File: config.mk
export PLATFORM = sky130hd
export DESIGN_NAME = layer0_input_packer
export DESIGN_NICKNAME = d
export VERILOG_FILES = /design/src/rtl/logicnet_io_pkg.sv /design/src/rtl/sat_counter.sv /design/src/rtl/layer0_input_packer.sv
export SDC_FILE = /design/constraint.sdc
export NUM_CORES = 1
export LEC_CHECK = 0
export ABC_CLOCK_PERIOD_IN_PS = 3000
export BUFFER_PORTS_ARGS = -buffer_cell sky130_fd_sc_hd__buf_2
export CORE_MARGIN = 2
export CORE_UTILIZATION = 53
export CTS_BUF_LIST = sky130_fd_sc_hd__clkbuf_16
export CTS_CLUSTER_DIAMETER = 200
export CTS_CLUSTER_SIZE = 25
export DETAILED_ROUTE_END_ITERATION = 7
export GPL_TIMING_DRIVEN = 0
export PLACE_DENSITY = 0.85
export SLEW_MARGIN = 20
export SYNTH_ARGS = -nofsm -noshare
export SYNTH_HDL_FRONTEND = slang
export SYNTH_SLANG_ARGS = --single-unit
File: constraint.sdc
create_clock -name clk -period 3 [get_ports clk]
set_input_delay 0.6 -clock clk [delete_from_list [all_inputs] [get_ports clk]]
set_output_delay 0.6 -clock clk [all_outputs]
set_load 0.02 [all_outputs]
File: src/rtl/logicnet_io_pkg.sv
// rtl/logicnet_io_pkg.sv - shared types and helpers for the layer-0 input packer
// Purpose : packer FSM state type, index width helper, default feature width.
// Ports   : none (package).
package logicnet_io_pkg;

   localparam int DEFAULT_FEAT_W = 2;

   typedef enum logic [1:0] {
      FILL = 2'd0,
      HOLD = 2'd1,
      DROP = 2'd2
   } packer_state_e;

   // Bits needed to index n features (n >= 2).
   function automatic int idx_width(input int n);
      return $clog2(n);
   endfunction

endpackage

File: src/rtl/sat_counter.sv
// rtl/sat_counter.sv - saturating up-counter with asynchronous active-low clear
// Purpose : counts increment requests, holds at all-ones instead of wrapping.
// Ports   : clk, rst_n (async clear), i_inc (count request), o_cnt (current count).
module sat_counter #(
   parameter int CNT_W = 16
) (
   input  logic             clk,
   input  logic             rst_n,
   input  logic             i_inc,
   output logic [CNT_W-1:0] o_cnt
);

   logic [CNT_W-1:0] r_cnt;

   always_ff @(posedge clk or negedge rst_n) begin
      if (!rst_n) begin
         r_cnt <= '0;
      end else if (i_inc && (r_cnt != {CNT_W{1'b1}})) begin
         r_cnt <= r_cnt + CNT_W'(1);
      end
   end

   assign o_cnt = r_cnt;

endmodule

File: src/rtl/layer0_input_packer.sv
// rtl/layer0_input_packer.sv - packs a stream of quantized features into one sample vector
// Purpose : collects N_FEAT features per frame into an assembly buffer, hands complete
//           samples to a separate output register (double-buffered), drops malformed frames.
// Ports   : clk, rst_n (async active-low)
//           s_valid/s_ready/s_data/s_last : feature input stream
//           m_valid/m_ready/m_data        : packed sample to layer 0, feature 0 in LSBs
//           err_short/err_long            : 1-cycle pulses for short / long frames
//           frame_cnt/drop_cnt            : saturating good / dropped frame counters
module layer0_input_packer
   import logicnet_io_pkg::*;
#(
   parameter int N_FEAT = 32,
   parameter int FEAT_W = DEFAULT_FEAT_W,
   parameter int CNT_W  = 16
) (
   input  logic                     clk,
   input  logic                     rst_n,
   input  logic                     s_valid,
   output logic                     s_ready,
   input  logic [FEAT_W-1:0]        s_data,
   input  logic                     s_last,
   output logic                     m_valid,
   input  logic                     m_ready,
   output logic [N_FEAT*FEAT_W-1:0] m_data,
   output logic                     err_short,
   output logic                     err_long,
   output logic [CNT_W-1:0]         frame_cnt,
   output logic [CNT_W-1:0]         drop_cnt
);

   localparam int              IDX_W    = idx_width(N_FEAT);
   localparam int              VEC_W    = N_FEAT * FEAT_W;
   localparam logic [IDX_W-1:0] LAST_IDX = IDX_W'(N_FEAT - 1);

   packer_state_e     r_state;
   packer_state_e     w_nxt_state;
   logic [IDX_W-1:0]  r_idx;
   logic [IDX_W-1:0]  w_nxt_idx;
   logic [VEC_W-1:0]  r_buf;
   logic [VEC_W-1:0]  w_buf_beat;
   logic [VEC_W-1:0]  w_load_data;
   logic [VEC_W-1:0]  r_m_data;
   logic              r_m_valid;
   logic              r_err_short;
   logic              r_err_long;
   logic              r_started;
   logic              w_acc;
   logic              w_out_free;
   logic              w_wr_buf;
   logic              w_load;
   logic              w_short;
   logic              w_long;
   logic              w_frame_inc;
   logic              w_drop_inc;

   // r_started keeps s_ready low until the first edge after reset release.
   assign s_ready    = r_started && (r_state != HOLD);
   assign w_acc      = s_valid && s_ready;
   assign w_out_free = !r_m_valid || m_ready;

   // Assembly buffer with the current beat merged in at idx; used both for
   // ordinary writes and for loading a sample that completes this cycle.
   always_comb begin
      w_buf_beat = r_buf;
      w_buf_beat[int'(r_idx)*FEAT_W +: FEAT_W] = s_data;
   end

   always_comb begin
      w_nxt_state = r_state;
      w_nxt_idx   = r_idx;
      w_wr_buf    = 1'b0;
      w_load      = 1'b0;
      w_load_data = r_buf;
      w_short     = 1'b0;
      w_long      = 1'b0;
      w_frame_inc = 1'b0;
      w_drop_inc  = 1'b0;
      unique case (r_state)
         FILL: begin
            if (w_acc) begin
               if (r_idx != LAST_IDX) begin
                  if (s_last) begin
                     w_short    = 1'b1;
                     w_drop_inc = 1'b1;
                     w_nxt_idx  = '0;
                  end else begin
                     w_wr_buf  = 1'b1;
                     w_nxt_idx = r_idx + IDX_W'(1);
                  end
               end else if (s_last) begin
                  if (w_out_free) begin
                     w_load      = 1'b1;
                     w_load_data = w_buf_beat;
                     w_frame_inc = 1'b1;
                     w_nxt_idx   = '0;
                  end else begin
                     w_wr_buf    = 1'b1;
                     w_nxt_state = HOLD;
                  end
               end else begin
                  w_long      = 1'b1;
                  w_drop_inc  = 1'b1;
                  w_nxt_state = DROP;
               end
            end
         end
         HOLD: begin
            if (w_out_free) begin
               w_load      = 1'b1;
               w_frame_inc = 1'b1;
               w_nxt_idx   = '0;
               w_nxt_state = FILL;
            end
         end
         DROP: begin
            if (w_acc && s_last) begin
               w_nxt_idx   = '0;
               w_nxt_state = FILL;
            end
         end
         default: begin
            w_nxt_state = FILL;
            w_nxt_idx   = '0;
         end
      endcase
   end

   always_ff @(posedge clk or negedge rst_n) begin
      if (!rst_n) begin
         r_state     <= FILL;
         r_idx       <= '0;
         r_buf       <= '0;
         r_m_data    <= '0;
         r_m_valid   <= 1'b0;
         r_err_short <= 1'b0;
         r_err_long  <= 1'b0;
         r_started   <= 1'b0;
      end else begin
         r_started   <= 1'b1;
         r_state     <= w_nxt_state;
         r_idx       <= w_nxt_idx;
         r_err_short <= w_short;
         r_err_long  <= w_long;
         if (w_wr_buf) begin
            r_buf <= w_buf_beat;
         end
         if (w_load) begin
            r_m_data <= w_load_data;
         end
         // A reload on the same edge as the output handshake keeps m_valid high.
         if (w_load) begin
            r_m_valid <= 1'b1;
         end else if (m_ready) begin
            r_m_valid <= 1'b0;
         end
      end
   end

   assign m_valid   = r_m_valid;
   assign m_data    = r_m_data;
   assign err_short = r_err_short;
   assign err_long  = r_err_long;

   sat_counter #(.CNT_W(CNT_W)) u_frame_cnt (
      .clk   (clk),
      .rst_n (rst_n),
      .i_inc (w_frame_inc),
      .o_cnt (frame_cnt)
   );

   sat_counter #(.CNT_W(CNT_W)) u_drop_cnt (
      .clk   (clk),
      .rst_n (rst_n),
      .i_inc (w_drop_inc),
      .o_cnt (drop_cnt)
   );

endmodule

==> impl_table.tex, run 1 <==
\begin{tabular}{lr}
\hline
Metric & Value \\
\hline
\multicolumn{2}{l}{\textbf{Logic synthesis}} \\
\quad Synthesized instance count & 812 \\
\quad Leading area contributor after synthesis & sky130\_fd\_sc\_hd\_\_dfrtp\_1 \\
\quad Post-synthesis sequential area ratio & 0.5080 \\
\quad Top\_reg\_cell synth & sky130\_fd\_sc\_hd\_\_dfrtp\_1 \\
\quad Fraction of registers with async set/reset & 1.000 \\
\quad Number of different library cells in the post-synthesis netlist & 63 \\
\quad Synthesized area per cell & 10.37 um\^{}2 \\
\quad Most frequently used cell type in the post-synthesis netlist & sky130\_fd\_sc\_hd\_\_dfrtp\_1 \\
\quad EDFF count, synth & 0 \\
\quad Most used standard cells in the synthesized netlist & sky130\_fd\_sc\_hd\_\_dfrtp\_1 (171), sky130\_fd\_sc\_hd\_\_nor2\_1 (76), sky130\_fd\_sc\_hd\_\_nand2\_1 (68) \\
\quad Nets in the synthesized netlist & 827 \\
\quad Leading cell types by total area after synthesis & sky130\_fd\_sc\_hd\_\_dfrtp\_1 (51\%), sky130\_fd\_sc\_hd\_\_mux2\_2 (7.1\%), sky130\_fd\_sc\_hd\_\_nor2\_1 (3.4\%), sky130\_fd\_sc\_hd\_\_o21ai\_0 (3.2\%), sky130\_fd\_sc\_hd\_\_nand2\_1 (3.0\%) \\
\quad Area share of the largest cell type after synthesis & 0.5080 \\
\quad Synthesized cell area & 0.008423 mm\^{}2 \\
\quad Flip-flop and latch count after synthesis & 171 \\
\quad Number of warning messages in the yosys log & 0 \\
\multicolumn{2}{l}{\textbf{GRT}} \\
\quad Global-route wire length before repair & 35,290 um \\
\quad Antenna violations before repair & 1 \\
\quad Total congestion overflow & 0 \\
\quad Pin count of the biggest net entering global routing & 88 \\
\quad Overall routing resource usage & 0.2734 \\
\quad Vias in the first global route & 6,830 \\
\multicolumn{2}{l}{\textbf{Cells and area}} \\
\quad Layout overhead on the synthesized area & 21.27\% \\
\quad Area used by sequential logic in the layout & 0.004280 mm\^{}2 \\
\quad Total Nets Final & 960 \\
\quad Final cell utilization of the core & 0.6501 \\
\quad Number of fill cells in the layout & 1,211 \\
\quad Fraction of layout instances using a drive strength above 1 & 0.2745 \\
\quad Total area of multi-input combinational cells & 0.004113 mm\^{}2 \\
\multicolumn{2}{l}{\textbf{Floorplan}} \\
\quad Die boundary height & 130.1 um \\
\quad Die footprint & 0.01692 mm\^{}2 \\
\quad Chip Width & 130.1 um \\
\quad Initial standard-cell utilization of the core & 0.5361 \\
\quad Area of the core region & 0.01571 mm\^{}2 \\
\quad Count of standard-cell rows & 46 \\
\quad Number of placed I/O pins & 107 \\
\multicolumn{2}{l}{\textbf{Critical path}} \\
\quad Endpoint of the most critical register-to-register path & m\_data[18]\$\_DFFE\_PN0P\_ \\
\quad Data arrival, critical path & 3.25 ns \\
\quad Setup crit start kind & flop \\
\quad Crit Path Category & flop to flop \\
\quad Worst EP required & 3.29 ns \\
\quad Critical R2R Launch & r\_idx[0]\$\_DFFE\_PN0P\_ \\
\quad Biggest fanout along the worst timing path & 10 \\
\quad Length in cells of the worst reg-to-reg path & 10 \\
\quad R2R setup slack & 0.04 ns \\
\quad Endpoint kind of the worst setup timing path & flop \\
\multicolumn{2}{l}{\textbf{Drt}} \\
\quad WL per Instance & 19.41 um \\
\quad Count of vias placed by the detailed router & 7,169 \\
\quad Detailed-route vias per instance & 6.096 \\
\quad Length of the first detailed-routing pass in iterations & 5 \\
\quad Number of remaining DRC errors & 0 \\
\quad DRC marker count from the first detailed-route iteration & 728 \\
\quad Antenna Violating Nets Remaining & 0 \\
\quad Aggregate routed wire length & 22,830 um \\
\multicolumn{2}{l}{\textbf{Placed design}} \\
\quad Count of buffers inserted at the top-level ports & 105 \\
\quad Gp weighted congestion & 0.9694 \\
\quad Total half-perimeter wirelength after legalization and detailed placement & 15,820 um \\
\multicolumn{2}{l}{\textbf{STA}} \\
\quad Max\_slew headroom & 0.3274 \\
\quad Pin slew with the least headroom to its limit & 1.005 ns \\
\quad Unrepaired setup endpoints after global routing & yes \\
\quad Tcrit/Tclk final & 0.9866 \\
\quad Worst-case clock skew & 0.01238 ns \\
\quad Number of setup violations in the final report & 0 \\
\quad Max frequency & 337.8 MHz \\
\quad Hold Vio Cnt, Final & 0 \\
\quad Post-layout minimum cycle time & 2.960 ns \\
\quad Max-slew violation count & 0 \\
\quad Worst hold margin & 0.1485 ns \\
\multicolumn{2}{l}{\textbf{Clocking}} \\
\quad Clock-pin transition on the worst setup and hold timing paths & 0.06 ns \\
\quad Clock tree from TritonCTS & done \\
\quad Cell at the root of the clock tree & sky130\_fd\_sc\_hd\_\_clkbuf\_16 \\
\quad Clock Latency Late Sink & 0.44 ns \\
\quad Clock buffer depth & 2 \\
\quad \# H-tree levels & 4 \\
\quad Hold Buf Count CTS & 0 \\
\quad Number of buffers created by CTS & 17 \\
\quad CTS sink count & 171 \\
\multicolumn{2}{l}{\textbf{Power and ir drop}} \\
\quad Total Power Consumption & 5.636 mW \\
\quad Peak supply drop & 0.5096 mV \\
\quad Power Dens Cells & 551.8 mW/mm\^{}2 \\
\quad Static leakage & 4.825 nW \\
\multicolumn{2}{l}{\textbf{Hold path}} \\
\quad Kind of path behind the tightest hold check & input port to asynchronous set/reset pin \\
\multicolumn{2}{l}{\textbf{Job}} \\
\quad Max-cap violations & 0 \\
\multicolumn{2}{l}{\textbf{Outcome}} \\
\quad Outcome & finished clean \\
\hline
\end{tabular}
==> worst max-delay path, stage by stage (launching register included) <==
cell and delay [ns]:
sky130_fd_sc_hd__dfrtp_2 0.42, sky130_fd_sc_hd__buf_4 0.19, sky130_fd_sc_hd__clkbuf_4 0.21, sky130_fd_sc_hd__inv_2 0.07, sky130_fd_sc_hd__ha_4 0.29, sky130_fd_sc_hd__clkbuf_1 0.34
sky130_fd_sc_hd__and2_0 0.43, sky130_fd_sc_hd__nand2_1 0.16, sky130_fd_sc_hd__nor4b_4 0.33, sky130_fd_sc_hd__mux2i_1 0.26, sky130_fd_sc_hd__o21ai_0 0.11
==> final cells by class <==
cell class	instances	area share
Clock inverter	15	0.01997
Inverter	12	0.004410
Tap cell	216	0.02646
Multi-Input combinational cell	585	0.4026
Buffer	43	0.02364
Timing Repair Buffer	115	0.06173
Antenna cell	2	0.0004900
Sequential cell	171	0.4190
Clock buffer	17	0.04165
==> stage by stage <==
step	TNS, ns	area, um^2	worst slack, ns	cells
2_1_floorplan	0	8434	0.01770	812
3_3_place_gp	-258.17	9230	-1.274	1133
3_5_place_dp	-47.95	9268	-0.7288	1134
4_1_cts	0	10110	0.004828	1170
5_1_grt	-0.2658	10210	-0.04369	1174
6_report	0	10210	0.04006	1176
==> routing by layer <==
layer | vias to the layer above | GRT usage | wire, um
li1 | 3239 | - | -
met1 | 3466 | 0.3683 | 9323
met2 | 398 | 0.4216 | 10500
met3 | 66 | 0.07134 | 2173
met4 | 0 | 0.1189 | 831
met5 | - | 0 | 0
==> sequential cells by signal, summed over array words and instances (netlist names) <==
| name | flops |
|---|---|
| err_long | 1 |
| err_short | 1 |
| m_data | 64 |
| m_valid | 1 |
| r_buf | 64 |
| r_idx | 5 |
| r_started | 1 |
| r_state | 2 |
| u_drop_cnt.o_cnt | 16 |
| u_frame_cnt.o_cnt | 16 |
==> worst max path at each step <==
stage | startpoint | endpoint | slack (ns) | depth (start not counted)
global placement | rst_n | m_data[59]$_DFFE_PN0P_ | -1.27 | 1
CTS | r_idx[0]$_DFFE_PN0P_ | m_data[18]$_DFFE_PN0P_ | 0.005 | 8
global route | r_idx[0]$_DFFE_PN0P_ | m_data[18]$_DFFE_PN0P_ | -0.04 | 10
finish | r_idx[0]$_DFFE_PN0P_ | m_data[18]$_DFFE_PN0P_ | 0.04 | 10
detailed placement | r_idx[0]$_DFFE_PN0P_ | r_buf[2]$_DFFE_PN0P_ | -0.73 | 12
floorplan | r_idx[0]$_DFFE_PN0P_ | r_buf[42]$_DFFE_PN0P_ | 0.02 | 11
==> cell families (layout without fill, tap and decap cells) <==
| group | count (synthesis) | after routing | synth area share |
|---|---|---|---|
| adders and majority gates | 8 | 8 | 0.01188 |
| AOI/OAI and AO/OA | 156 | 156 | 0.1249 |
| xor gates and xnor gates | 32 | 32 | 0.03417 |
| muxes | 75 | 75 | 0.09700 |
| other | 1 | 3 | 0.0004452 |
| DFF | 171 | 171 | 0.5080 |
| buffers and inverters | 56 | 202 | 0.03149 |
| and+or+nand+nor | 313 | 313 | 0.1921 |
==> cell usage in the layout, fill, tap and decap left out, types with 6 or more instances in the layout <==
cell | synthesis | layout
sky130_fd_sc_hd__a221o_1 | 24 | 24
sky130_fd_sc_hd__buf_2 | 11 | 114
sky130_fd_sc_hd__clkbuf_16 | 0 | 17
sky130_fd_sc_hd__dfrtp_1 | 171 | 170
sky130_fd_sc_hd__buf_4 | 1 | 11
sky130_fd_sc_hd__nand2_1 | 68 | 65
sky130_fd_sc_hd__nor4_1 | 17 | 15
sky130_fd_sc_hd__nand4_1 | 15 | 15
sky130_fd_sc_hd__xor2_1 | 9 | 9
sky130_fd_sc_hd__clkbuf_1 | 25 | 14
sky130_fd_sc_hd__and3_1 | 14 | 14
sky130_fd_sc_hd__nor3_1 | 22 | 16
sky130_fd_sc_hd__mux2i_1 | 22 | 22
sky130_fd_sc_hd__inv_1 | 12 | 14
sky130_fd_sc_hd__mux2_2 | 53 | 53
sky130_fd_sc_hd__a21oi_1 | 21 | 21
sky130_fd_sc_hd__xnor2_1 | 22 | 22
sky130_fd_sc_hd__and2_1 | 7 | 7
sky130_fd_sc_hd__clkbuf_2 | 0 | 6
sky130_fd_sc_hd__nand2b_1 | 12 | 11
sky130_fd_sc_hd__o21ai_0 | 54 | 53
sky130_fd_sc_hd__a31oi_1 | 21 | 20
sky130_fd_sc_hd__nor2_1 | 76 | 73
sky130_fd_sc_hd__or3_1 | 12 | 12
sky130_fd_sc_hd__o211ai_1 | 11 | 11
sky130_fd_sc_hd__nand3_1 | 33 | 30
==> power by group <==
group / total [mW] / internal [mW] / switching (mW)
registers: 2.40 / 2.35 / 0.0517
logic: 0.857 / 0.265 / 0.592
clock network: 2.38 / 1.46 / 0.913
total: 5.64 / 4.08 / 1.56
==> timing repair <==
| action | CTS | global route |
|---|---|---|
| pin swaps | 5 | 3 |
| cloned | 0 | 0 |
| resized for setup | 36 | 27 |
| buffers inserted | 5 | 3 |
| endpoints found under the setup margin | 126 | 106 |
Power figures use the tool's default switching activity.
==> inputs of run 2 (changes only) <==
--- a/config.mk
+++ b/config.mk
@@ -5,6 +5,7 @@
 export SDC_FILE = /design/constraint.sdc
 export NUM_CORES = 1
 export LEC_CHECK = 0
+export ABC_AREA = 1
 export ABC_CLOCK_PERIOD_IN_PS = 3000
 export BUFFER_PORTS_ARGS = -buffer_cell sky130_fd_sc_hd__buf_2
 export CORE_MARGIN = 2
@@ -14,7 +15,7 @@
 export CTS_CLUSTER_SIZE = 25
 export DETAILED_ROUTE_END_ITERATION = 7
 export GPL_TIMING_DRIVEN = 0
-export PLACE_DENSITY = 0.85
+export PLACE_DENSITY = 0.84
 export SLEW_MARGIN = 20
 export SYNTH_ARGS = -nofsm -noshare
 export SYNTH_HDL_FRONTEND = slang
==> impl_table.tex, run 2 <==
\begin{tabular}{lr}
\hline
Metric & Value \\
\hline
\multicolumn{2}{l}{\textbf{Logic synthesis}} \\
\quad Fraction of the mapped netlist area in simple logic gates & 0.3612 (was 0.1921) \\
\quad EDFF count, synth & 0 (unchanged) \\
\quad Top\_reg\_cell synth & sky130\_fd\_sc\_hd\_\_dfrtp\_1 (unchanged) \\
\quad Main combinational cell family by area after synthesis & simple AND/OR/NAND/NOR gates (unchanged) \\
\quad Nets in the synthesized netlist & 1,270 (was 827) \\
\quad Synthesized area per cell & 7.335 um\^{}2 (was 10.37 um\^{}2) \\
\quad Post-synthesis sequential area ratio & 0.4649 (was 0.5080) \\
\quad Area share of the largest cell type after synthesis & 0.4649 (was 0.5080) \\
\quad Fraction of registers with async set/reset & 1.000 (unchanged) \\
\quad Xor and xnor area share after synthesis & 0.03031 (was 0.03417) \\
\quad Most frequently used cell type in the post-synthesis netlist & sky130\_fd\_sc\_hd\_\_nand2\_1 (was sky130\_fd\_sc\_hd\_\_dfrtp\_1) \\
\quad Synthesized instance count & 1,255 (was 812) \\
\quad Leading cell types by total area after synthesis & sky130\_fd\_sc\_hd\_\_dfrtp\_1 (46\%), sky130\_fd\_sc\_hd\_\_nand2\_1 (16\%), sky130\_fd\_sc\_hd\_\_nor2\_1 (8.3\%), sky130\_fd\_sc\_hd\_\_nand3\_1 (7.4\%), sky130\_fd\_sc\_hd\_\_a31oi\_1 (3.1\%) (was sky130\_fd\_sc\_hd\_\_dfrtp\_1 (51\%), sky130\_fd\_sc\_hd\_\_mux2\_2 (7.1\%), sky130\_fd\_sc\_hd\_\_nor2\_1 (3.4\%), sky130\_fd\_sc\_hd\_\_o21ai\_0 (3.2\%), sky130\_fd\_sc\_hd\_\_nand2\_1 (3.0\%)) \\
\quad Adder-cell share of the synthesized area & 0.01087 (was 0.01188) \\
\quad Leading area contributor after synthesis & sky130\_fd\_sc\_hd\_\_dfrtp\_1 (unchanged) \\
\quad Number of different library cells in the post-synthesis netlist & 32 (was 63) \\
\quad Synthesized cell area & 0.009205 mm\^{}2 (was 0.008423 mm\^{}2) \\
\quad Number of warning messages in the yosys log & 0 (unchanged) \\
\quad Most used standard cells in the synthesized netlist & sky130\_fd\_sc\_hd\_\_nand2\_1 (387), sky130\_fd\_sc\_hd\_\_nor2\_1 (204), sky130\_fd\_sc\_hd\_\_dfrtp\_1 (171) (was sky130\_fd\_sc\_hd\_\_dfrtp\_1 (171), sky130\_fd\_sc\_hd\_\_nor2\_1 (76), sky130\_fd\_sc\_hd\_\_nand2\_1 (68)) \\
\quad Synthesized-area fraction occupied by ao, oa, aoi and oai cells & 0.06837 (was 0.1249) \\
\quad Mux contribution to synthesized area & 0 (was 0.09700) \\
\quad Flip-flop and latch count after synthesis & 171 (unchanged) \\
\multicolumn{2}{l}{\textbf{STA}} \\
\quad Hold Vio Cnt, Final & 0 (unchanged) \\
\quad Worst-case clock skew & 0.01259 ns (was 0.01238 ns) \\
\quad Max frequency & 348.6 MHz (was 337.8 MHz) \\
\quad Post-route worst setup slack & 0.1310 ns (was 0.04006 ns) \\
\quad Max-slew violation count & 0 (unchanged) \\
\quad Number of setup violations in the final report & 0 (unchanged) \\
\quad Pin slew with the least headroom to its limit & 0.6841 ns (was 1.005 ns) \\
\quad Worst hold margin & 0.1171 ns (was 0.1485 ns) \\
\quad Post-layout minimum cycle time & 2.869 ns (was 2.960 ns) \\
\quad Tcrit/Tclk final & 0.9563 (was 0.9866) \\
\quad Max\_slew headroom & 0.5439 (was 0.3274) \\
\multicolumn{2}{l}{\textbf{Cells and area}} \\
\quad Layout overhead on the synthesized area & 16.04\% (was 21.27\%) \\
\quad Final cell utilization of the core & 0.6241 (was 0.6501) \\
\quad Total Nets Final & 1,398 (was 960) \\
\quad Most frequent standard cell in the layout excluding fill and tap cells & sky130\_fd\_sc\_hd\_\_nand2\_1 (was sky130\_fd\_sc\_hd\_\_dfrtp\_1) \\
\quad Most used cells in the layout excluding fill and tap cells & sky130\_fd\_sc\_hd\_\_nand2\_1 (387), sky130\_fd\_sc\_hd\_\_nor2\_1 (201), sky130\_fd\_sc\_hd\_\_dfrtp\_1 (171) (was sky130\_fd\_sc\_hd\_\_dfrtp\_1 (170), sky130\_fd\_sc\_hd\_\_buf\_2 (114), sky130\_fd\_sc\_hd\_\_nor2\_1 (73)) \\
\quad Fraction of layout instances using a drive strength above 1 & 0.1411 (was 0.2745) \\
\quad Total inserted antenna cells & 0 (was 2) \\
\multicolumn{2}{l}{\textbf{Clocking}} \\
\quad CTS sink count & 171 (unchanged) \\
\quad Number of buffers created by CTS & 17 (unchanged) \\
\quad Hold Buf Count CTS & 0 (unchanged) \\
\quad Clock-pin transition on the worst setup and hold timing paths & 0.07 ns (was 0.06 ns) \\
\quad \# H-tree levels & 4 (unchanged) \\
\quad Clock Latency Late Sink & 0.44 ns (about the same) \\
\quad Cell at the root of the clock tree & sky130\_fd\_sc\_hd\_\_clkbuf\_16 (unchanged) \\
\quad Clock buffer depth & 2 (unchanged) \\
\quad Clock tree from TritonCTS & done (unchanged) \\
\multicolumn{2}{l}{\textbf{Critical path}} \\
\quad Data arrival, critical path & 3.24 ns (was 3.25 ns) \\
\quad Biggest fanout along the worst timing path & 10 (unchanged) \\
\quad Critical R2R Launch & r\_idx[0]\$\_DFFE\_PN0P\_ (unchanged) \\
\quad Setup crit start kind & flop (unchanged) \\
\quad First element of the critical path & r\_idx[0]\$\_DFFE\_PN0P\_ (unchanged) \\
\quad Crit Path Category & flop to flop (unchanged) \\
\quad Endpoint kind of the worst setup timing path & flop (unchanged) \\
\quad R2R setup slack & 0.13 ns (was 0.04 ns) \\
\quad Worst EP required & 3.37 ns (was 3.29 ns) \\
\multicolumn{2}{l}{\textbf{Floorplan}} \\
\quad Initial standard-cell utilization of the core & 0.5378 (was 0.5361) \\
\quad Area of the core region & 0.01712 mm\^{}2 (was 0.01571 mm\^{}2) \\
\quad Chip Width & 135.8 um (was 130.1 um) \\
\quad Count of standard-cell rows & 48 (was 46) \\
\quad Number of placed I/O pins & 107 (unchanged) \\
\quad Die footprint & 0.01844 mm\^{}2 (was 0.01692 mm\^{}2) \\
\quad Die boundary height & 135.8 um (was 130.1 um) \\
\multicolumn{2}{l}{\textbf{Drt}} \\
\quad DRC marker count from the first detailed-route iteration & 1,177 (was 728) \\
\quad Antenna Violating Nets Remaining & 0 (unchanged) \\
\quad Number of remaining DRC errors & 0 (unchanged) \\
\quad Detailed-route vias per instance & 5.604 (was 6.096) \\
\quad Count of vias placed by the detailed router & 9,084 (was 7,169) \\
\quad WL per Instance & 15.83 um (was 19.41 um) \\
\quad Length of the first detailed-routing pass in iterations & 5 (unchanged) \\
\quad Aggregate routed wire length & 25,660 um (was 22,830 um) \\
\multicolumn{2}{l}{\textbf{Placed design}} \\
\quad Gp weighted congestion & 0.9983 (was 0.9694) \\
\quad Total half-perimeter wirelength after legalization and detailed placement & 18,130 um (was 15,820 um) \\
\quad Pre-CTS setup slack & -0.1484 ns (was -0.7288 ns) \\
\quad Count of buffers inserted at the top-level ports & 106 (was 105) \\
\multicolumn{2}{l}{\textbf{GRT}} \\
\quad Global-route wire length before repair & 41,170 um (was 35,290 um) \\
\quad Total congestion overflow & 0 (unchanged) \\
\quad Pin count of the biggest net entering global routing & 89 (was 88) \\
\quad Vias in the first global route & 8,241 (was 6,830) \\
\quad Overall routing resource usage & 0.2851 (was 0.2734) \\
\quad Antenna violations before repair & 0 (was 1) \\
\multicolumn{2}{l}{\textbf{Outcome}} \\
\quad Outcome & finished clean (unchanged) \\
\multicolumn{2}{l}{\textbf{Power and ir drop}} \\
\quad Total Power Consumption & 10.18 mW (was 5.636 mW) \\
\quad Peak supply drop & 0.5820 mV (was 0.5096 mV) \\
\quad Power Dens Cells & 953.1 mW/mm\^{}2 (was 551.8 mW/mm\^{}2) \\
\quad Static leakage & 5.436 nW (was 4.825 nW) \\
\multicolumn{2}{l}{\textbf{Job}} \\
\quad Max-cap violations & 0 (unchanged) \\
\multicolumn{2}{l}{\textbf{Hold path}} \\
\quad Kind of path behind the tightest hold check & input port to asynchronous set/reset pin (unchanged) \\
\hline
\end{tabular}
-- run 2: cell count changes after synthesis, sizes merged, moves of 25 or more --
cell	delta
nand2	+319
nor2	+134
mux2	-53
nand3	+104
buf	+25
inv	+61
-- run 2: layout make-up --
cell class,count,area (um^2)
Clock buffer,17,425.4
Fill cell,1491,6435
Inverter,75,281.5
Tap cell,225,281.5
Timing Repair Buffer,110,590.6
Buffer,64,307.8
Sequential cell,171,4279
Clock inverter,15,157.7
Multi-Input combinational cell,944,4358
-- run 2: final timing paths --
| kind | end | cells after the start |
|---|---|---|
| worst max register to register | m_data[35]$_DFFE_PN0P_ | 14 |
| max in group asynchronous | m_data[31]$_DFFE_PN0P_ | 2 |
| worst max-delay path | m_data[35]$_DFFE_PN0P_ | 14 |
| worst min-delay path | u_drop_cnt.o_cnt[1]$_DFFE_PN0P_ | 1 |
| worst min register to register | m_data[54]$_DFFE_PN0P_ | 2 |
| min in group clk | m_data[54]$_DFFE_PN0P_ | 2 |
-- run 2: logic make-up (layout without fill, tap and decap cells) --
logic type,Yosys count,in the layout
AOI/OAI and AO/OA,112,112
DFF,171,171
buffers and inverters,140,281
other,1,1
adders and majority gates,8,8
xor gates and xnor gates,31,31
and+or+nand+nor,792,792
-- run 2: metrics by stage --
| step | instances | area, um^2 | setup TNS [ns] |
|---|---|---|---|
| floorplan | 1255 | 9205 | 0 |
| global placement | 1586 | 10020 | -226.53 |
| detailed placement | 1587 | 10050 | -1.229 |
| CTS | 1619 | 10640 | 0 |
| global route | 1621 | 10680 | -0.006015 |
| finish | 1621 | 10680 | 0 |
-- run 2: metal layers --
| layer | share of wire | GRT usage |
|---|---|---|
| met2 | 0.46 | 0.4371 |
| met1 | 0.43 | 0.3983 |
| met4 | 0.032 | 0.1140 |
| met3 | 0.081 | 0.05799 |
| met5 | 0 | 0 |
-- run 2: worst max-delay path: stages (launching register included) --
cell and delay [ns]:
sky130_fd_sc_hd__dfrtp_1 0.43, sky130_fd_sc_hd__inv_1 0.18, sky130_fd_sc_hd__ha_1 0.20, sky130_fd_sc_hd__inv_1 0.07, sky130_fd_sc_hd__nor2_4 0.15, sky130_fd_sc_hd__inv_1 0.07
sky130_fd_sc_hd__nor2_1 0.13, sky130_fd_sc_hd__ha_2 0.37, sky130_fd_sc_hd__inv_2 0.16, sky130_fd_sc_hd__buf_4 0.13, sky130_fd_sc_hd__clkbuf_1 0.36, sky130_fd_sc_hd__nand4_1 0.25
sky130_fd_sc_hd__nand3_1 0.14, sky130_fd_sc_hd__nand2_1 0.09, sky130_fd_sc_hd__nand2_1 0.06
-- run 2: where the power goes --
group	switching (mW)	total [mW]	internal, mW	leakage (nW)
clock	0.912	2.21	1.29	0.292
sequential	0.580	3.71	3.13	2.08
combinational	2.97	4.27	1.30	3.07
total	4.46	10.2	5.72	5.44
-- run 2: what timing repair did --
item / 4_1_cts / 5_1_grt
hold endpoints to repair: 0 / 0
resized for setup: 3 / 8
buffers inserted: 0 / 3
endpoints found under the setup margin: 31 / 115
==> inputs of run 3 (changes only) <==
--- a/config.mk
+++ b/config.mk
@@ -8,15 +8,15 @@
 export ABC_AREA = 1
 export ABC_CLOCK_PERIOD_IN_PS = 3000
 export BUFFER_PORTS_ARGS = -buffer_cell sky130_fd_sc_hd__buf_2
-export CORE_MARGIN = 2
-export CORE_UTILIZATION = 53
+export CORE_UTILIZATION = 54
 export CTS_BUF_LIST = sky130_fd_sc_hd__clkbuf_16
 export CTS_CLUSTER_DIAMETER = 200
 export CTS_CLUSTER_SIZE = 25
 export DETAILED_ROUTE_END_ITERATION = 7
 export GPL_TIMING_DRIVEN = 0
-export PLACE_DENSITY = 0.84
+export PLACE_DENSITY = 0.85
 export SLEW_MARGIN = 20
 export SYNTH_ARGS = -nofsm -noshare
 export SYNTH_HDL_FRONTEND = slang
+export SYNTH_HIERARCHICAL = 1
 export SYNTH_SLANG_ARGS = --single-unit
==> impl_table.tex, run 3 <==
\begin{tabular}{lr}
\hline
Metric & Value \\
\hline
\multicolumn{2}{l}{\textbf{Logic synthesis}} \\
\quad Leading area contributor after synthesis & sky130\_fd\_sc\_hd\_\_dfrtp\_1 (unchanged) \\
\quad Top\_reg\_cell synth & sky130\_fd\_sc\_hd\_\_dfrtp\_1 (unchanged) \\
\quad Nets in the synthesized netlist & 1,337 (was 1,270) \\
\quad Most frequently used cell type in the post-synthesis netlist & sky130\_fd\_sc\_hd\_\_nand2\_1 (unchanged) \\
\quad Number of warning messages in the yosys log & 6 (was 0) \\
\quad Synthesized instance count & 1,322 (was 1,255) \\
\quad Synthesized area per cell & 7.302 um\^{}2 (was 7.335 um\^{}2) \\
\quad EDFF count, synth & 0 (unchanged) \\
\quad Flip-flop and latch count after synthesis & 171 (unchanged) \\
\quad Fraction of registers with async set/reset & 1.000 (unchanged) \\
\quad Leading cell types by total area after synthesis & sky130\_fd\_sc\_hd\_\_dfrtp\_1 (44\%), sky130\_fd\_sc\_hd\_\_nand2\_1 (16\%), sky130\_fd\_sc\_hd\_\_nand3\_1 (6.4\%), sky130\_fd\_sc\_hd\_\_nor2\_1 (5.8\%), sky130\_fd\_sc\_hd\_\_inv\_1 (3.9\%) (was sky130\_fd\_sc\_hd\_\_dfrtp\_1 (46\%), sky130\_fd\_sc\_hd\_\_nand2\_1 (16\%), sky130\_fd\_sc\_hd\_\_nor2\_1 (8.3\%), sky130\_fd\_sc\_hd\_\_nand3\_1 (7.4\%), sky130\_fd\_sc\_hd\_\_a31oi\_1 (3.1\%)) \\
\quad Synthesized cell area & 0.009653 mm\^{}2 (was 0.009205 mm\^{}2) \\
\quad Post-synthesis sequential area ratio & 0.4433 (was 0.4649) \\
\quad Most used standard cells in the synthesized netlist & sky130\_fd\_sc\_hd\_\_nand2\_1 (401), sky130\_fd\_sc\_hd\_\_dfrtp\_1 (171), sky130\_fd\_sc\_hd\_\_nor2\_1 (148) (was sky130\_fd\_sc\_hd\_\_nand2\_1 (387), sky130\_fd\_sc\_hd\_\_nor2\_1 (204), sky130\_fd\_sc\_hd\_\_dfrtp\_1 (171)) \\
\quad Area share of the largest cell type after synthesis & 0.4433 (was 0.4649) \\
\quad Number of different library cells in the post-synthesis netlist & 38 (was 32) \\
\multicolumn{2}{l}{\textbf{STA}} \\
\quad Worst-case clock skew & 0.008520 ns (was 0.01259 ns) \\
\quad Hold Vio Cnt, Final & 0 (unchanged) \\
\quad Max frequency & 359.2 MHz (was 348.6 MHz) \\
\quad Max-slew violation count & 0 (unchanged) \\
\quad Worst hold margin & 0.1171 ns (unchanged) \\
\quad Pin slew with the least headroom to its limit & 0.6383 ns (was 0.6841 ns) \\
\quad Tcrit/Tclk final & 0.9281 (was 0.9563) \\
\quad Post-route worst setup slack & 0.2157 ns (was 0.1310 ns) \\
\quad Post-route setup TNS & 0 ns (unchanged) \\
\quad Number of setup violations in the final report & 0 (unchanged) \\
\quad Max\_slew headroom & 0.5745 (was 0.5439) \\
\quad Post-layout minimum cycle time & 2.784 ns (was 2.869 ns) \\
\multicolumn{2}{l}{\textbf{Power and ir drop}} \\
\quad Switch share & 0.3305 (was 0.4385) \\
\quad Pint & 4.086 mW (was 5.717 mW) \\
\quad Peak supply drop & 0.4520 mV (was 0.5820 mV) \\
\quad Net switching power figure & 2.017 mW (was 4.464 mW) \\
\quad Clk network pwr share & 0.353 (was 0.217) \\
\quad Static leakage & 5.633 nW (was 5.436 nW) \\
\quad Share of total power in sequential cells & 0.441 (was 0.364) \\
\quad Comb power frac & 0.207 (was 0.419) \\
\quad Power Dens Cells & 550.8 mW/mm\^{}2 (was 953.1 mW/mm\^{}2) \\
\multicolumn{2}{l}{\textbf{Critical path}} \\
\quad Endpoint kind of the worst setup timing path & flop (unchanged) \\
\quad Worst EP required & 3.33 ns (was 3.37 ns) \\
\quad Biggest fanout along the worst timing path & 13 (was 10) \\
\quad R2R setup slack & 0.22 ns (was 0.13 ns) \\
\quad Setup crit start kind & flop (unchanged) \\
\quad Data arrival, critical path & 3.12 ns (was 3.24 ns) \\
\quad Crit Path Category & flop to flop (unchanged) \\
\multicolumn{2}{l}{\textbf{Drt}} \\
\quad DRC marker count from the first detailed-route iteration & 887 (was 1,177) \\
\quad Number of remaining DRC errors & 0 (unchanged) \\
\quad Aggregate routed wire length & 25,880 um (was 25,660 um) \\
\quad Antenna Violating Nets Remaining & 0 (unchanged) \\
\quad Count of vias placed by the detailed router & 9,545 (was 9,084) \\
\quad Length of the first detailed-routing pass in iterations & 8 (was 5) \\
\quad WL per Instance & 15.35 um (was 15.83 um) \\
\quad Detailed-route vias per instance & 5.661 (was 5.604) \\
\multicolumn{2}{l}{\textbf{Placed design}} \\
\quad Pre-CTS setup slack & 0.05817 ns (was -0.1484 ns) \\
\quad Count of buffers inserted at the top-level ports & 106 (unchanged) \\
\quad Gp weighted congestion & 0.9510 (was 0.9983) \\
\quad Cells after DPL & 1,654 (was 1,587) \\
\quad Total half-perimeter wirelength after legalization and detailed placement & 18,440 um (was 18,130 um) \\
\multicolumn{2}{l}{\textbf{Job}} \\
\quad Max-cap violations & 0 (unchanged) \\
\multicolumn{2}{l}{\textbf{Floorplan}} \\
\quad Die boundary height & 135.7 um (was 135.8 um) \\
\quad Chip Width & 135.7 um (was 135.8 um) \\
\quad Count of standard-cell rows & 48 (unchanged) \\
\quad Die footprint & 0.01841 mm\^{}2 (was 0.01844 mm\^{}2) \\
\quad Number of placed I/O pins & 107 (unchanged) \\
\quad Initial standard-cell utilization of the core & 0.5562 (was 0.5378) \\
\quad Area of the core region & 0.01736 mm\^{}2 (was 0.01712 mm\^{}2) \\
\multicolumn{2}{l}{\textbf{GRT}} \\
\quad Pin count of the biggest net entering global routing & 98 (was 89) \\
\quad Overall routing resource usage & 0.2952 (was 0.2851) \\
\quad Antenna violations before repair & 0 (unchanged) \\
\quad Total congestion overflow & 0 (unchanged) \\
\quad Global-route wire length before repair & 42,610 um (was 41,170 um) \\
\quad Vias in the first global route & 8,819 (was 8,241) \\
\multicolumn{2}{l}{\textbf{Cells and area}} \\
\quad Most used cells in the layout excluding fill and tap cells & sky130\_fd\_sc\_hd\_\_nand2\_1 (401), sky130\_fd\_sc\_hd\_\_dfrtp\_1 (171), sky130\_fd\_sc\_hd\_\_nor2\_1 (148) (was sky130\_fd\_sc\_hd\_\_nand2\_1 (387), sky130\_fd\_sc\_hd\_\_nor2\_1 (201), sky130\_fd\_sc\_hd\_\_dfrtp\_1 (171)) \\
\quad Fin cells & 1,686 (was 1,621) \\
\quad Layout overhead on the synthesized area & 14.79\% (was 16.04\%) \\
\quad Total Nets Final & 1,463 (was 1,398) \\
\quad Fraction of layout instances using a drive strength above 1 & 0.1663 (was 0.1411) \\
\quad Most frequent standard cell in the layout excluding fill and tap cells & sky130\_fd\_sc\_hd\_\_nand2\_1 (unchanged) \\
\quad Total inserted antenna cells & 0 (unchanged) \\
\multicolumn{2}{l}{\textbf{Clocking}} \\
\quad Number of buffers created by CTS & 17 (unchanged) \\
\quad \# H-tree levels & 4 (unchanged) \\
\quad Clock buffer depth & 2 (unchanged) \\
\quad Cell at the root of the clock tree & sky130\_fd\_sc\_hd\_\_clkbuf\_16 (unchanged) \\
\quad Clock tree from TritonCTS & done (unchanged) \\
\quad Clock Latency Late Sink & 0.44 ns (about the same) \\
\quad CTS sink count & 171 (unchanged) \\
\quad Clock-pin transition on the worst setup and hold timing paths & 0.07 ns (about the same) \\
\multicolumn{2}{l}{\textbf{Outcome}} \\
\quad Outcome & finished clean (unchanged) \\
\multicolumn{2}{l}{\textbf{Hold path}} \\
\quad Kind of path behind the tightest hold check & input port to asynchronous set/reset pin (unchanged) \\
\hline
\end{tabular}
-- run 3: path summary, 6_finish.rpt --
path	start	to	cells past startpoint
worst max-delay path	r_idx[1]$_DFFE_PN0P_	u_frame_cnt/o_cnt[15]$_DFFE_PN0P_	16
worst min register to register	m_data[11]$_DFFE_PN0P_	m_data[11]$_DFFE_PN0P_	2
worst min-delay path	rst_n	m_data[25]$_DFFE_PN0P_	1
max in group asynchronous	rst_n	r_buf[42]$_DFFE_PN0P_	2
worst max register to register	r_idx[1]$_DFFE_PN0P_	u_frame_cnt/o_cnt[15]$_DFFE_PN0P_	16
min in group clk	m_data[11]$_DFFE_PN0P_	m_data[11]$_DFFE_PN0P_	2
-- run 3: through the flow --
stage | util | area (um^2) | power (mW)
CTS | 0.6375 | 11060 | 6.075
floorplan | - | 9653 | 3.596
detailed placement | 0.6051 | 10500 | 3.946
global route | 0.6384 | 11080 | 6.401
finish | 0.6384 | 11080 | 6.103
global placement | 0.6029 | 10470 | 3.885
-- run 3: kinds of logic (layout without fill, tap and decap cells) --
| family | after synthesis | in the layout | share of synthesized area |
|---|---|---|---|
| AO/OA/AOI/OAI | 195 | 195 | 0.1124 |
| XOR/XNOR | 10 | 10 | 0.009073 |
| adder cells (fa/ha/maj) | 8 | 8 | 0.01037 |
| buffers and inverters | 173 | 312 | 0.07816 |
| flip-flops | 171 | 171 | 0.4433 |
| other | 1 | 1 | 0.0003885 |
| AND/OR/NAND/NOR | 764 | 764 | 0.3463 |
-- run 3: worst max-delay path: stages, from the launching register on --
cell and delay [ns]:
sky130_fd_sc_hd__dfrtp_1 0.42, sky130_fd_sc_hd__ha_1 0.20, sky130_fd_sc_hd__nand2_1 0.08, sky130_fd_sc_hd__nor2_1 0.11, sky130_fd_sc_hd__ha_2 0.27, sky130_fd_sc_hd__nand2_1 0.14
sky130_fd_sc_hd__nor3_4 0.27, sky130_fd_sc_hd__a21oi_4 0.12, sky130_fd_sc_hd__inv_2 0.13, sky130_fd_sc_hd__clkbuf_4 0.27, sky130_fd_sc_hd__inv_1 0.09, sky130_fd_sc_hd__nor2_1 0.10
sky130_fd_sc_hd__nand3_1 0.07, sky130_fd_sc_hd__nor2_1 0.20, sky130_fd_sc_hd__nand2_1 0.09, sky130_fd_sc_hd__nand2_1 0.06, sky130_fd_sc_hd__nand2_1 0.05
-- run 3: final cells by class --
class / count / area (um^2)
Timing Repair Buffer: 107 / 568.0
Clock buffer: 17 / 425.4
Tap cell: 225 / 281.5
Buffer: 62 / 346.6
Clock inverter: 15 / 136.4
Sequential cell: 171 / 4279
Fill cell: 1539 / 6276
Multi-Input combinational cell: 978 / 4627
Inverter: 111 / 416.7
-- run 3: metal layers --
metal  wire length, um  global-route usage  share of wire  vias up
met2             11860              0.4569           0.46      456
met1             11130              0.3999           0.43     4449
met5                 0                   0              0        -
li1                  -                   -              -     4563
met3              2203             0.06697          0.085       77
met4               693              0.1180          0.027        0
-- run 3: power by group through the flow --
stage               Clock (mW)  Sequential (mW)  Combinational, mW
detailed placement           0             2.72               1.22
finish                    2.15             2.69               1.26
global placement             0             2.72               1.17
floorplan                    0             2.73              0.868
global route              2.26             2.72               1.42
CTS                       2.16             2.68               1.23
-- run 3: what timing repair did --
item,CTS,global route
hold buffers,0,0
endpoints found under the setup margin,0,58
setup buffers,0,0
resized for setup,0,10
